**src/rtl/ifetch_queue_if.sv**
```systemverilog
// ifetch_queue_if
//   Bundles the fetch-side, instruction-memory and decoder-side signals of
//   the instruction fetch queue.
//   master : upstream environment (PC, imem, flush, decoder ready)
//   slave  : the ifetch_queue itself
//   Signals:
//     pc_in, fetch_req, fetch_stall  - program counter side
//     imem_addr, imem_rdata          - synchronous instruction memory
//     flush                          - branch-taken discard
//     ir_valid, ir_ready, ir_data,
//     ir_pc, count                   - decoder side / occupancy
interface ifetch_queue_if #(
    parameter int AW    = 8,
    parameter int DW    = 8,
    parameter int DEPTH = 4
);
    localparam int CW = $clog2(DEPTH) + 1;

    logic [AW-1:0] pc_in;
    logic          fetch_req;
    logic          fetch_stall;
    logic [AW-1:0] imem_addr;
    logic [DW-1:0] imem_rdata;
    logic          flush;
    logic          ir_valid;
    logic          ir_ready;
    logic [DW-1:0] ir_data;
    logic [AW-1:0] ir_pc;
    logic [CW-1:0] count;

    modport master (
        output pc_in, fetch_req, imem_rdata, flush, ir_ready,
        input  fetch_stall, imem_addr, ir_valid, ir_data, ir_pc, count
    );

    modport slave (
        input  pc_in, fetch_req, imem_rdata, flush, ir_ready,
        output fetch_stall, imem_addr, ir_valid, ir_data, ir_pc, count
    );
endinterface

```
**src/rtl/ifetch_queue.sv**
```systemverilog
// ifetch_queue
//   Instruction fetch stage: forwards pc_in to the synchronous instruction
//   memory, captures the returned byte with its PC one cycle later into a
//   DEPTH-entry FIFO, and presents the head entry to the decoder over a
//   valid/ready handshake. flush discards queued and in-flight fetches.
//   Ports:
//     clk - rising-edge clock
//     rst - synchronous active-high reset (also clears storage)
//     q   - ifetch_queue_if slave modport (PC, imem, flush, decoder side)
module ifetch_queue #(
    parameter int AW    = 8,
    parameter int DW    = 8,
    parameter int DEPTH = 4
) (
    input logic          clk,
    input logic          rst,
    ifetch_queue_if.slave q
);
    localparam int PW = $clog2(DEPTH);
    localparam int CW = PW + 1;

    logic [PW-1:0] head;
    logic [PW-1:0] tail;
    logic [CW-1:0] cnt;
    logic          inflight;
    logic [AW-1:0] inflight_pc;
    logic [DW-1:0] mem_data [DEPTH];
    logic [AW-1:0] mem_pc   [DEPTH];

    logic          stall;
    logic          valid;
    logic          launch;
    logic          push;
    logic          pop;

    // An in-flight fetch reserves a slot, so stall from occupancy+inflight
    // guarantees the returning byte always has room.
    always_comb begin
        stall  = q.flush |
                 (({1'b0, cnt} + (CW+1)'(inflight)) >= (CW+1)'(DEPTH));
        valid  = (cnt != '0) & ~q.flush;
        launch = q.fetch_req & ~stall;
        push   = inflight;
        pop    = valid & q.ir_ready;
    end

    assign q.fetch_stall = stall;
    assign q.imem_addr   = q.pc_in;
    assign q.ir_valid    = valid;
    assign q.ir_data     = mem_data[head];
    assign q.ir_pc       = mem_pc[head];
    assign q.count       = cnt;

    always_ff @(posedge clk) begin
        if (rst) begin
            head        <= '0;
            tail        <= '0;
            cnt         <= '0;
            inflight    <= 1'b0;
            inflight_pc <= '0;
            for (int unsigned i = 0; i < DEPTH; i++) begin
                mem_data[i] <= '0;
                mem_pc[i]   <= '0;
            end
        end else if (q.flush) begin
            // Response returning next cycle is dropped by clearing inflight.
            head     <= '0;
            tail     <= '0;
            cnt      <= '0;
            inflight <= 1'b0;
        end else begin
            if (push) begin
                mem_data[tail] <= q.imem_rdata;
                mem_pc[tail]   <= inflight_pc;
                tail           <= tail + 1'b1;
            end
            if (pop) begin
                head <= head + 1'b1;
            end
            case ({push, pop})
                2'b10:   cnt <= cnt + 1'b1;
                2'b01:   cnt <= cnt - 1'b1;
                default: cnt <= cnt;
            endcase
            inflight <= launch;
            if (launch) begin
                inflight_pc <= q.pc_in;
            end
        end
    end
endmodule

```
**src/flat_wrapper.sv**
```systemverilog
// flat-port wrapper written by rule: the top's interface ports become plain ports
module ifetch_queue_flat 
#(
    parameter int AW    = 8,
    parameter int DW    = 8,
    parameter int DEPTH = 4
)
  (clk, rst, q_pc_in, q_fetch_req, q_imem_rdata, q_flush, q_ir_ready, q_fetch_stall, q_imem_addr, q_ir_valid, q_ir_data, q_ir_pc, q_count);
  ifetch_queue_if #(.AW(AW), .DW(DW), .DEPTH(DEPTH)) q_i ();
  input logic clk;
  input logic rst;
  input wire logic [$bits(q_i.pc_in)-1:0] q_pc_in;
  input wire logic [$bits(q_i.fetch_req)-1:0] q_fetch_req;
  input wire logic [$bits(q_i.imem_rdata)-1:0] q_imem_rdata;
  input wire logic [$bits(q_i.flush)-1:0] q_flush;
  input wire logic [$bits(q_i.ir_ready)-1:0] q_ir_ready;
  output wire logic [$bits(q_i.fetch_stall)-1:0] q_fetch_stall;
  output wire logic [$bits(q_i.imem_addr)-1:0] q_imem_addr;
  output wire logic [$bits(q_i.ir_valid)-1:0] q_ir_valid;
  output wire logic [$bits(q_i.ir_data)-1:0] q_ir_data;
  output wire logic [$bits(q_i.ir_pc)-1:0] q_ir_pc;
  output wire logic [$bits(q_i.count)-1:0] q_count;
  assign q_i.pc_in = q_pc_in;
  assign q_i.fetch_req = q_fetch_req;
  assign q_i.imem_rdata = q_imem_rdata;
  assign q_i.flush = q_flush;
  assign q_i.ir_ready = q_ir_ready;
  assign q_fetch_stall = q_i.fetch_stall;
  assign q_imem_addr = q_i.imem_addr;
  assign q_ir_valid = q_i.ir_valid;
  assign q_ir_data = q_i.ir_data;
  assign q_ir_pc = q_i.ir_pc;
  assign q_count = q_i.count;
  ifetch_queue #(.AW(AW), .DW(DW), .DEPTH(DEPTH)) u_core (.clk(clk), .rst(rst), .q(q_i));
endmodule
```
**config.mk**
```make
export PLATFORM = sky130hd
export DESIGN_NAME = ifetch_queue_flat
export DESIGN_NICKNAME = d
export VERILOG_FILES = /design/src/rtl/ifetch_queue_if.sv /design/src/rtl/ifetch_queue.sv /design/src/flat_wrapper.sv
export SDC_FILE = /design/constraint.sdc
export NUM_CORES = 1
export LEC_CHECK = 0
export CORE_ASPECT_RATIO = 1.4
export CORE_UTILIZATION = 45
export DETAILED_ROUTE_END_ITERATION = 7
export GPL_TIMING_DRIVEN = 0
export PLACE_DENSITY = 0.67
export SLEW_MARGIN = 10
export SYNTH_ARGS = -nofsm -noshare
export SYNTH_HDL_FRONTEND = slang
export SYNTH_SLANG_ARGS = --single-unit
```
**constraint.sdc**
```tcl
create_clock -name clk -period 3.3 [get_ports clk]
set_clock_uncertainty 0.05 [all_clocks]
set_input_delay 0.66 -clock clk [delete_from_list [all_inputs] [get_ports clk]]
set_output_delay 0.66 -clock clk [all_outputs]
set_load 0.01 [all_outputs]
```
# [Yosys cells after proc, flatten, opt, wreduce, memory -nomap -nowiden]
# Memory sizes are Yosys's and may differ from the RTL's. A register that Yosys moved wholly into a read port is not among the register bits.
# Index checks and enable logic that the tools add are counted.
[totals] regBits=16 mem_bits_rw=64 out_inout_bits=29 memories=2 elab_cells=44 inputBits=21
[classes] n_addsub=5 n_eq_ne=2 muxes=17 bitwise_logic=6 magnitude_cmp=1 n_reduce_logical=6
[memory_table] memory="u_core.mem_data" words=4 word_bits=8 read_ports=1 rd_ports_with_merged_regs=1 wr=4 line_no="ifetch_queue.sv:27" text="logic [DW-1:0] mem_data [DEPTH];"
[memory_table] memory="u_core.mem_pc" words=4 word_bits=8 read_ports=1 rd_ports_with_merged_regs=1 wr=4 line_no="ifetch_queue.sv:28" text="logic [AW-1:0] mem_pc [DEPTH];"
[op_table] operator="two-way mux 8 bit" n=2
[op_table] operator="OR reduction 8 bit" n=2
[op_table] operator="two-way mux 2 bit" n=6
[op_table] operator="two-way mux 1 bit" n=8
[op_table] operator="case mux 3 bit (2 select lines)" n=1
[op_table] operator="adder 2 x 1 -> 2 bit (second input constant)" n=2
[op_table] operator="adder 3 x 1 -> 4 bit" n=1
[op_table] operator="greater-or-equal comparator 4 x 3 -> 1 bit (second input constant)" n=1
[op_table] operator="adder 3 x 1 -> 3 bit (second input constant)" n=1
[op_table] operator="bitwise AND 1 bit" n=3
[op_table] operator="nonzero test 3 bit" n=1
[op_table] operator="subtractor 3 x 1 -> 3 bit (second input constant)" n=1
[op_table] operator="== test 2 x 1 -> 1 bit (second input constant)" n=1
[op_table] operator="== test 2 bit (second input constant)" n=1
[op_table] operator="NOT 1 bit" n=2
[op_table] operator="AND reduction 2 bit" n=1
[op_table] operator="nonzero test 2 bit" n=1
[op_table] operator="OR reduction 2 bit" n=1
[op_table] operator="OR 1 bit" n=1

# [Longest topological paths before layout]
[depth] word_depth=6 ltp_mapped=8 mapped_depth_nobuf=8

# [Least setup slack after synthesis]
# No wires, ideal clock.
[synth_timing] path_type="input port to flip-flop" from="input q_flush" to="memory u_core.mem_data[0][0] (enable)" slack_ps=314 required_time_ps=2814 path_buffers=1 arrival_ps=2500 setup_ps=436 stages=2 path_cell_list="buf_6 > o41ai_1"
[synth_rtl] element="from (decl)" line_no="flat_wrapper.sv:15" text="input wire logic [$bits(q_i.flush)-1:0] q_flush;"
[synth_rtl] element="to (decl)" line_no="ifetch_queue.sv:27"

==> out/summary.txt <==
=====================================================================================
Clock buffer count from CTS                                                         9
Post-synth top area cell                                                 sky130_fd_sc_hd__edfxtp_1
Maximum ir drop on the vdd rail                                             0.2509 mV
Clock tree from TritonCTS                                                         yes
Final period demand of the worst path                                        3.199 ns
DRC marker count from the first detailed-route iteration                          178
Net switching power figure                                                  0.4149 mW
Leading cell types in the layout, fill and taps excluded                 sky130_fd_sc_hd__edfxtp_1 (64), sky130_fd_sc_hd__clkdlybuf4s50_1 (48), sky130_fd_sc_hd__and2_1 (34), sky130_fd_sc_hd__nand2_1 (20), sky130_fd_sc_hd__dfxtp_1 (18)
Logic pwr share                                                                  7.7%
Sinks on the clock net                                                             82
Maximum net fanout on the critical path                                            10
Overall overflow remaining after global route                                       0
RSZ-0062 raised after global routing                                               no
Detailed-router iteration count before antenna repair                               4
Pin slew with the least headroom to its limit                               0.8340 ns
Number of diodes                                                                    0
Internal power contribution                                                  1.480 mW
Share of cells above drive strength 1                                          21.36%
Total power of the final layout                                              1.895 mW
Count of mapped cells out of synthesis                                            256
Tightest Hold Check Type                                                 flip-flop to flip-flop
GRT Overall Usage                                                              18.45%
DRC viols                                                                           0
Clk pwr share                                                                   31.3%
Most common cell after layout, fill and taps aside                       sky130_fd_sc_hd__edfxtp_1
Hold Worst Slack                                                            0.4443 ns
Sequential area share after synthesis                                          61.87%
Count of warnings emitted by yosys                                                  0
Count of input and output buffers                                                  48
Y dimension of the die                                                       109.1 µm
Non-filler cells in the finished layout                                           423
Sequential group share of total power                                           61.0%
Element type at the critical path start                                     flip-flop
Library cells used by synthesis                                                    33
Post CTS Setup Buffer Count                                                         0
Register cell area after layout                                          0.002282 mm²
H-tree depth reported by CTS                                                        3
Worst-skew pair later-pin latency                                             0.35 ns
FMAX                                                                        312.6 MHz
Initial antenna violation count                                                     0
Quantity of gates resized following cts                                             0
Setup slack of the critical path after layout                               0.1009 ns
Number of rows created at floorplan                                                38
Slew Viols, Final                                                                   0
Syn Std Cell Area                                                        0.003689 mm²
Total via count in the routed design                                             2166
Maximum clock insertion buffer count                                                2
Layout fillers                                                                    672
Flop and latch count out of synthesis                                              82
Routed WL                                                                    7.104 mm
Final-stage net count                                                             341
Routability Congestion                                                         0.6934
Average instance area after synthesis                                       14.41 µm²
Headroom to the max-slew limit                                                 43.79%
Data arrival, critical path                                                   2.49 ns
Critical path endpoint category                                            output pin
Overall die width                                                            78.52 µm
Leak                                                                         1.650 nW
Effective utilization at floorplan                                             47.02%
Floorplan die area                                                       0.008568 mm²
Area overhead of the layout relative to synthesis                              21.85%
Number of global-route vias before repair                                        2167
First-pass GRT wire length                                                   11.22 mm
Startpoint-to-endpoint class of the critical path                        flip-flop to output pin
Clock-pin slew of the registers on the worst-case setup and hold paths        0.07 ns
Commonest register cell after synthesis                                  sky130_fd_sc_hd__edfxtp_1
Inst Count DP                                                                     407
Largest net degree at the start of global routing                                  17
Placement Setup Slack                                                       0.3017 ns
Final clock period utilization by the worst path                               96.94%
DR WL/cell                                                                   16.79 µm
Cells taking the most area after synthesis                               sky130_fd_sc_hd__edfxtp_1 (52%), sky130_fd_sc_hd__dfxtp_1 (9.8%), sky130_fd_sc_hd__mux4_2 (9.8%)
Routed Antenna Nets                                                                 0
Final hold violation count                                                          0
Outcome                                                                  finished, final reports clean
EDFF count, synth                                                                  64
Area used by multi-input combinational logic                             0.001250 mm²
Syn nets                                                                          279
I/O Pins                                                                           50
Floorplan core area                                                      0.007845 mm²
Pwr dens                                                                 421.6 mW/mm²
Summed negative setup slack over all endpoints                                   0 ns
Max-cap violations                                                                  0
Hold buffer count at cts                                                            0
Share of Yosys cell area claimed by the top area cell type                     52.10%
Setup-violating endpoint count in the final report                                  0
Async set-reset flop share out of synthesis                                        0%
Clock root buffer                                                        sky130_fd_sc_hd__clkbuf_8
Number of vias per cell after detailed routing                                  5.121
Endpoint required time on the critical path                                   2.59 ns
Sw Share                                                                       21.90%
Estimated wirelength of the detail-placed design                             4.846 mm
=====================================================================================
## worst max-delay path, cell delays in order, from the launching register on
cell and delay [ns]:
sky130_fd_sc_hd__dfxtp_1 0.31, sky130_fd_sc_hd__clkbuf_1 0.35, sky130_fd_sc_hd__clkbuf_1 0.55, sky130_fd_sc_hd__mux4_2 0.43
sky130_fd_sc_hd__clkdlybuf4s50_1 0.50
## cells in the mapped netlist (8+ instances only)
master / n
sky130_fd_sc_hd__buf_4: 8
sky130_fd_sc_hd__and2_1: 34
sky130_fd_sc_hd__and2_2: 15
sky130_fd_sc_hd__mux4_2: 16
sky130_fd_sc_hd__and3_1: 17
sky130_fd_sc_hd__nand2_1: 20
sky130_fd_sc_hd__nor2_1: 8
sky130_fd_sc_hd__dfxtp_1: 18
sky130_fd_sc_hd__mux2i_1: 10
sky130_fd_sc_hd__edfxtp_1: 64
## path summary, 6_finish.rpt
check                                                   startpoint                            endpoint  slack (ns)  cells after the start
worst max-delay path                                     flip-flop                          q_ir_pc[2]        0.10                      4
worst min-delay path            u_core.inflight_pc[1]$_SDFFE_PP0P_  u_core.inflight_pc[1]$_SDFFE_PP0P_        0.44                      2
worst max register to register      u_core.q.count[0]$_SDFFE_PP0P_      u_core.q.count[2]$_SDFFE_PP0P_        0.90                      8
worst min register to register  u_core.inflight_pc[1]$_SDFFE_PP0P_  u_core.inflight_pc[1]$_SDFFE_PP0P_        0.44                      2
## logic make-up (layout without fill, tap and decap cells)
group | Yosys count | count (layout) | synth area share [%]
compound gates | 7 | 7 | 1.119
xor+xnor | 4 | 4 | 0.9500
fa+ha+maj | 2 | 2 | 0.8819
buf+inv | 28 | 95 | 4.817
flops | 82 | 82 | 61.87
mux | 26 | 26 | 12.48
simple gates | 107 | 107 | 17.88
## power groups by stage
stage / clock [mW] / combinational [mW] / sequential (mW)
global placement: 0 / 0.142 / 1.18
global route: 0.642 / 0.158 / 1.16
floorplan: 0 / 0.0690 / 1.17
CTS: 0.605 / 0.149 / 1.16
detailed placement: 0 / 0.148 / 1.18
finish: 0.593 / 0.146 / 1.16
## layer usage
layer,wire [µm],track usage [%],vias up
met5,0,0,-
li1,-,-,1045
met4,182,11.11,0
met2,3780,32.36,49
met3,241,2.092,11
met1,2900,21.60,1061
## through the flow
step | util, % | instance area, µm²
4_1_cts | 57.29 | 4494
3_5_place_dp | 55.36 | 4343
2_1_floorplan | - | 3689
5_1_grt | 57.29 | 4494
6_report | 57.29 | 4494
3_3_place_gp | 54.74 | 4294
## state kept, by name, summed over array words and instances, names as in the netlist, named ones only
signal              count
u_core.head             2
u_core.inflight_pc      8
u_core.mem_pc          32
u_core.inflight         1
u_core.q.count          3
u_core.mem_data        32
u_core.tail             2
## final cells by class
type	instances	share of cell area (%)
well taps	100	2.784
flip-flops and latches	82	50.78
clock buffers	10	2.840
multi-input cells	146	27.81
inverters	6	0.5011
plain buffers	22	3.452
clock inverters	6	0.5290
repair buffers	51	11.30
No activity file was read; power rests on OpenSTA's default activity.
